File: src/rtl/com_tx_responder.sv
// Communication responder: on a rising edge of the sticky COM flag, reads NUM_WORDS words
// from data memory and sends each as four MSB-first UART bytes. Define COM_TX_PARITY_EN for 8E1 frames.
module com_tx_responder #(
   parameter int          CLKS_PER_BIT = 16,
   parameter logic [31:0] BASE_ADDR    = 32'h0000_0000,
   parameter int          NUM_WORDS    = 4
) (
   input  logic        clk,
   input  logic        reset,
   input  logic        com_req,
   output logic [31:0] mem_addr,
   input  logic [31:0] mem_rdata,
   output logic        tx,
   output logic        busy,
   output logic        com_done,
   output logic [2:0]  dbg_state
);

   localparam int BW = (CLKS_PER_BIT > 1) ? $clog2(CLKS_PER_BIT) : 1;
   localparam int WW = (NUM_WORDS > 1) ? $clog2(NUM_WORDS) : 1;

   typedef enum logic [2:0] {
      S_IDLE   = 3'd0,
      S_FETCH  = 3'd1,
      S_LOAD   = 3'd2,
      S_START  = 3'd3,
      S_DATA   = 3'd4,
      S_STOP   = 3'd5,
`ifdef COM_TX_PARITY_EN
      S_PARITY = 3'd7,
`endif
      S_DONE   = 3'd6
   } state_t;

   state_t          state;
   logic            req_q;
   logic [31:0]     shreg;
   logic [1:0]      byte_cnt;
   logic [2:0]      bit_cnt;
   logic [BW-1:0]   baud;
   logic [WW-1:0]   word_cnt;
   logic [7:0]      cur_byte;
   logic            baud_end;
   logic            trigger;

   assign dbg_state = state;
   assign baud_end  = (baud == BW'(CLKS_PER_BIT - 1));
   assign trigger   = com_req & ~req_q;

   // Bytes leave most-significant first, selected from the latched word.
   always_comb begin
      cur_byte = shreg[31:24];
      case (byte_cnt)
         2'd0: cur_byte = shreg[31:24];
         2'd1: cur_byte = shreg[23:16];
         2'd2: cur_byte = shreg[15:8];
         2'd3: cur_byte = shreg[7:0];
         default: cur_byte = shreg[31:24];
      endcase
   end

   always_ff @(posedge clk) begin
      if (reset) begin
         state    <= S_IDLE;
         req_q    <= 1'b0;
         shreg    <= '0;
         byte_cnt <= '0;
         bit_cnt  <= '0;
         baud     <= '0;
         word_cnt <= '0;
         mem_addr <= BASE_ADDR;
         tx       <= 1'b1;
         busy     <= 1'b0;
         com_done <= 1'b0;
      end else begin
         req_q <= com_req;
         case (state)
            S_IDLE: begin
               com_done <= 1'b0;
               if (trigger) begin
                  mem_addr <= BASE_ADDR;
                  word_cnt <= '0;
                  busy     <= 1'b1;
                  state    <= S_FETCH;
               end
            end

            S_FETCH: state <= S_LOAD;

            S_LOAD: begin
               shreg    <= mem_rdata;
               byte_cnt <= '0;
               baud     <= '0;
               tx       <= 1'b0;
               state    <= S_START;
            end

            S_START: begin
               if (baud_end) begin
                  baud    <= '0;
                  bit_cnt <= '0;
                  tx      <= cur_byte[0];
                  state   <= S_DATA;
               end else begin
                  baud <= baud + 1'b1;
               end
            end

            S_DATA: begin
               if (baud_end) begin
                  baud <= '0;
                  if (bit_cnt == 3'd7) begin
`ifdef COM_TX_PARITY_EN
                     tx    <= ^cur_byte;
                     state <= S_PARITY;
`else
                     tx    <= 1'b1;
                     state <= S_STOP;
`endif
                  end else begin
                     bit_cnt <= bit_cnt + 3'd1;
                     tx      <= cur_byte[bit_cnt + 3'd1];
                  end
               end else begin
                  baud <= baud + 1'b1;
               end
            end

`ifdef COM_TX_PARITY_EN
            S_PARITY: begin
               if (baud_end) begin
                  baud  <= '0;
                  tx    <= 1'b1;
                  state <= S_STOP;
               end else begin
                  baud <= baud + 1'b1;
               end
            end
`endif

            S_STOP: begin
               if (baud_end) begin
                  baud <= '0;
                  if (byte_cnt != 2'd3) begin
                     byte_cnt <= byte_cnt + 2'd1;
                     tx       <= 1'b0;
                     state    <= S_START;
                  end else if (word_cnt != WW'(NUM_WORDS - 1)) begin
                     // Line stays idle high through FETCH/LOAD of the next word.
                     word_cnt <= word_cnt + 1'b1;
                     mem_addr <= mem_addr + 32'd4;
                     state    <= S_FETCH;
                  end else begin
                     com_done <= 1'b1;
                     busy     <= 1'b0;
                     state    <= S_DONE;
                  end
               end else begin
                  baud <= baud + 1'b1;
               end
            end

            S_DONE: begin
               com_done <= 1'b0;
               state    <= S_IDLE;
            end

            default: begin
               tx    <= 1'b1;
               busy  <= 1'b0;
               state <= S_IDLE;
            end
         endcase
      end
   end

endmodule

File: config.mk
export PLATFORM = sky130hd
export DESIGN_NAME = com_tx_responder
export DESIGN_NICKNAME = d
export VERILOG_FILES = /design/src/rtl/com_tx_responder.sv
export SDC_FILE = /design/constraint.sdc
export NUM_CORES = 1
export LEC_CHECK = 0
export BUFFER_PORTS_ARGS = -buffer_cell sky130_fd_sc_hd__buf_2
export CAP_MARGIN = 25
export CORE_ASPECT_RATIO = 1.75
export CORE_MARGIN = 2
export CORE_UTILIZATION = 47
export DETAILED_ROUTE_END_ITERATION = 10
export PLACE_DENSITY = 0.69
export SLEW_MARGIN = 20
export SYNTH_ARGS = -nofsm -noshare
export SYNTH_HDL_FRONTEND = slang
export SYNTH_SLANG_ARGS = --single-unit
File: constraint.sdc
create_clock -name clk -period 2.8 [get_ports clk]
set_input_delay 0.42 -clock clk [delete_from_list [all_inputs] [get_ports clk]]
set_output_delay 0.42 -clock clk [all_outputs]
set_load 0.05 [all_outputs]
Word level (Yosys, flattened, before mapping)
Cells that the tools add are included.
- register bits after elaboration: 82
- bits of input ports: 35
- word-level logic and storage cells: 107
- $add $sub $neg: 5
- order comparisons: 1
- equal/unequal tests: 23
- muxes and demuxes: 45
- bitwise operators: 4
- reductions and logical operators: 18
- operator list (cell ; number):
    32-bit 2-to-1 mux ; 4
    32-bit case mux with 2 select lines ; 1
    32-bit by 3-bit adder with 32-bit output, second input constant ; 1
    8-bit case mux with 4 select lines ; 1
    3-bit 2-to-1 mux ; 10
    2-bit inequality test, second input constant ; 12
    5-bit AND reduction ; 4
    3-bit case mux with 6 select lines ; 1
    1-bit 2-to-1 mux ; 13
    3-bit equality test, second input constant ; 4
    2-bit 2-to-1 mux ; 6
    2-bit nonzero test ; 5
    2-bit case mux with 2 select lines ; 2
    4-bit case mux with 2 select lines ; 1
    4-bit AND reduction ; 2
    3-bit by 2-bit equality test with 1-bit output, second input constant ; 2
    3-bit case mux with 2 select lines ; 1
    3-bit OR reduction ; 2
    1-bit case mux with 5 select lines ; 1
    5-bit OR reduction ; 1
    2-bit by 1-bit adder with 2-bit output, second input constant ; 2
    4-bit by 1-bit adder with 4-bit output, second input constant ; 1
    2-bit equality test, second input constant ; 2
    4-bit equality test, second input constant ; 1
    14 further kinds ; 16

Depth between registers and ports, before layout
- depth in word-level cells: 7
- depth in mapped cells: 8
- depth with buffers taken out: 7

Worst setup path after synthesis
Ideal clock, no wire load.
- path kind: reg2reg
- start point: reg state[2] (netlist: dbg_state[2])
- end point: reg mem_addr[31]
- data arrival time: 2231 ps
- setup slack: 499 ps
- stages on the path, launching flop included: 7
- path buffers: 1
- clock period less this slack: 2301 ps
- cells stage by stage: dfxtp_1 -> buf_2 -> nand2_1 -> nor4b_4 -> o21ai_1 -> or4_1 -> a21oi_1
- word-level cells in the longest chain between the ends: 3
- elaborated cells on any way between the ends: 9
- ends and longest elaborated chain (item ; line ; text):
    start: declaration ; 35 ; state_t state;
    start signal: assignment ; 64 ; state <= S_IDLE;
    start signal: assignment ; 84 ; state <= S_FETCH;
    start signal: assignment ; 88 ; S_FETCH: state <= S_LOAD;
    3-bit equality test or 3-bit zero test (tied branches) ; 77 ; case (state)
    2-bit inequality test (no line) or 2-bit nonzero test (tied branches) ; -- ;
    5-bit AND reduction (no line) ; -- ;
    end signal: assignment ; 151 ; mem_addr <= mem_addr + 32'd4;
    end: declaration ; 11 ; output logic [31:0] mem_addr,
Several ways; a longest one is shown, not always the timed one.
A chain may end at the register's enable or synchronous reset.

Worst setup path in the final report
- start point: reg baud[0]
- end point: reg mem_addr[23]
- word-level cells in the longest chain between the ends: 3
- ends and longest elaborated chain (item ; line ; text):
    start: declaration ; 40 ; logic [BW-1:0] baud;
    start signal: assignment ; 105 ; baud <= baud + 1'b1;
    start signal: assignment ; 125 ; baud <= baud + 1'b1;
    start signal: assignment ; 159 ; baud <= baud + 1'b1;
    4-bit equality test ; 47 ; assign baud_end = (baud == BW'(CLKS_PER_BIT - 1));
    2-bit inequality test (no line) ; -- ;
    5-bit AND reduction (no line) ; -- ;
No other way between the ends.

==> impl_metrics.toml <==
[detailed_routing]
drt_drc_violations_left = 0
route.vias.total = 3709
routedWlPerCell_um = 15.7
first_pass_iters = 4
routed_wl_um = 9960
drtAntennaViolNets = 0
drt_iter0_markers = 196
via_per_inst = 5.83

[timing]
report.final.hold_viol_count = 0
fin_crit_ns = 2.28
rsz0062_at_grt = "no"
timing.final.crit_share_pct = 81.5
tns_ns = 0
max_slew_margin_pct = 56.7
setup_violations = 0
worst_pin_slew_ns = 0.644
slew_viol_final = 0
finClkSkew_ns = 0.00506
max_freq_mhz = 438
whs_ns = 0.319

[hold_path]
hold_class = "in -> reg"
min_to = "req_q$_SDFF_PP0_"
min-delay-start = "com_req"
whs_path_depth = 2

[clock_tree]
post_cts_buffers = 0
ctsResizeCount = 0
holdBufCountCts = 0
cts_root_buffer = "clkbuf_16"
cts_buffer_depth = 2
cts.sinks = 80
cts_max_level = 3
clk_latency_ns = 0.33
cts_tree = "built"
cts_buffers = 9
cts.reportedPaths.clkPinSlew_ns = 0.05

[synthesis]
postSynthAreaPerCell_um2 = 8.12
async_reset_ff_share_pct = 0
yosys.cell_types.count = 59
yosysWarnings = 0
synth_edf_count = 0
synth_ff_type = "dfxtp_1"
synth_seq_area_share_pct = 40.9
syn_inst = 482
ys_seq_elements = 80
synth_area_um2 = 3910

[critical_path]
cp_data_required_time_ns = 3.06
worstPathArrival_ns = 2.54
r2r_start = "baud[0]$_SDFFE_PP0P_"
r2r-end = "mem_addr[23]$_SDFFE_PP0P_"
rr_worst_depth = 6
reg2reg_slack_ns = 0.52
cp-end-kind = "flop"
criticalPathCategory = "reg -> reg"
cp_max_fo = 9
start_kind = "flop"

[layout]
layout_commonest_cell = "nand2_1"
layout_common_cells = "nand2_1, dfxtp_1, buf_2"
drive_above_1_share_pct = 18.8
finalNetCount = 584
fillers = 794
area_growth_pct = 17.2
antenna_cells = 0

[grt]
grt_pass1_vias = 3630
overflow = 0
antenna_found_initial = 0
grt.total_usage_pct = 22.6
grt_pass1_wl_um = 16400
grt_max_degree = 33

[floorplanning]
die_h_um = 125
fp.dieW_um = 73.0
ios = 73
rows = 44
fp.dieArea_um2 = 9100
initial_core_util_pct = 47.7
core_um2 = 8200

[outcome]
status = "complete, no violations"

[job]
drv_cap = 0

[power]
power_w = 0.00248
p_per_area_nw_per_um2 = 541
ir_worst_vdd_v = 0.000315
p_leak_nw = 1.78

[place]
hpwl_um = 7420
gp_congestion = 0.811
port_buffers = 70
-- per-layer routing --
layer,part of all wire [%],vias to the layer above,global-route usage [%]
met2,55,99,41.6
li1,-,1828,-
met5,0,-,0
met3,4.0,21,4.85
met1,38,1761,23.1
met4,3.3,0,10.8
-- cell families after synthesis --
group                      share of synthesized area [%]
muxes                                               1.54
other                                             0.0958
adders and majority gates                           2.88
buffers and inverters                               4.38
xor gates and xnor gates                            3.58
and+or+nand+nor                                     23.7
AOI/OAI and AO/OA                                   22.9
DFF                                                 40.9
-- flip-flops by register name (all words and copies together), names as in the netlist --
register and flops:
baud 4, bit_cnt 3, busy 1, byte_cnt 2, com_done 1, dbg_state 3, mem_addr 30, req_q 1
shreg 32, tx 1, word_cnt 2
-- synth_stat cells (all sizes together), types with 2 or more instances --
library cell | n | area [um2]
o31ai | 5 | 37.5
a211oi | 4 | 30.0
dfxtp | 80 | 1600
nand3 | 12 | 60.1
nor2 | 35 | 131
a21oi | 59 | 295
o211ai | 10 | 80.1
inv | 8 | 30.0
a21boi | 2 | 15.0
o21ai | 17 | 88.8
nor4 | 3 | 33.8
a22oi | 7 | 52.6
nand2b | 4 | 25.0
a32oi | 4 | 35.0
ha | 9 | 113
and3 | 5 | 31.3
a311oi | 4 | 35.0
a222oi | 2 | 20.0
and2 | 3 | 18.8
mux2i | 6 | 60.1
nor2b | 10 | 62.6
nand2 | 84 | 315
nand4 | 7 | 56.3
a31oi | 5 | 31.3
xor2 | 15 | 131
o21ba | 2 | 20.0
nor3 | 6 | 30.0
o2111ai | 6 | 58.8
or3 | 11 | 68.8
buf | 11 | 55.0
clkbuf | 23 | 86.3
or4 | 4 | 30.0
-- worst max-delay path, cell delays in order (launching register included) --
cell	delay, ns
dfxtp_1	0.39
ha_1	0.23
nand2_1	0.16
nor4b_4	0.59
o211ai_2	0.25
or4_1	0.44
a21oi_1	0.15
-- area by class of cell --
cell class	count	area [um2]	share of cell area, %
inverter	8	30.0	0.655
timing repair buffer	80	425	9.28
tap	92	115	2.51
sequential	80	1600	34.9
multi-input combinational	361	2150	46.8
clock buffer	15	268	5.84
-- worst max-delay path by stage --
stage                              startpoint                         to  slack (ns)
floorplan           dbg_state[2]$_SDFFE_PP0P_  mem_addr[31]$_SDFFE_PP0P_        0.50
global placement                      com_req  mem_addr[12]$_SDFFE_PP0P_        0.51
finish                   baud[0]$_SDFFE_PP0P_  mem_addr[23]$_SDFFE_PP0P_        0.52
detailed placement                    com_req  mem_addr[12]$_SDFFE_PP0P_        0.51
CTS                      baud[0]$_SDFFE_PP0P_  mem_addr[23]$_SDFFE_PP0P_        0.52
global route             baud[0]$_SDFFE_PP0P_  mem_addr[22]$_SDFFE_PP0P_        0.27
-- per-stage QoR --
step	area, um2	cells	setup WS [ns]	utilization (%)
after detailed placement	4320	621	0.505	52.6
after CTS	4590	636	0.516	55.9
after global routing	4590	636	0.265	55.9
final	4590	636	0.518	55.9
after global placement	4320	621	0.505	52.6
after floorplan	3920	483	0.499	-
-- where the power goes --
part	total (W)	switching, W	leakage (nW)	internal (W)
Combinational	0.000218	0.000144	1.00	0.0000737
Sequential	0.00120	0.0000266	0.648	0.00117
Clock	0.00106	0.000416	0.130	0.000645
Total	0.00248	0.000587	1.78	0.00189
No activity file was read; power rests on OpenSTA's default activity.
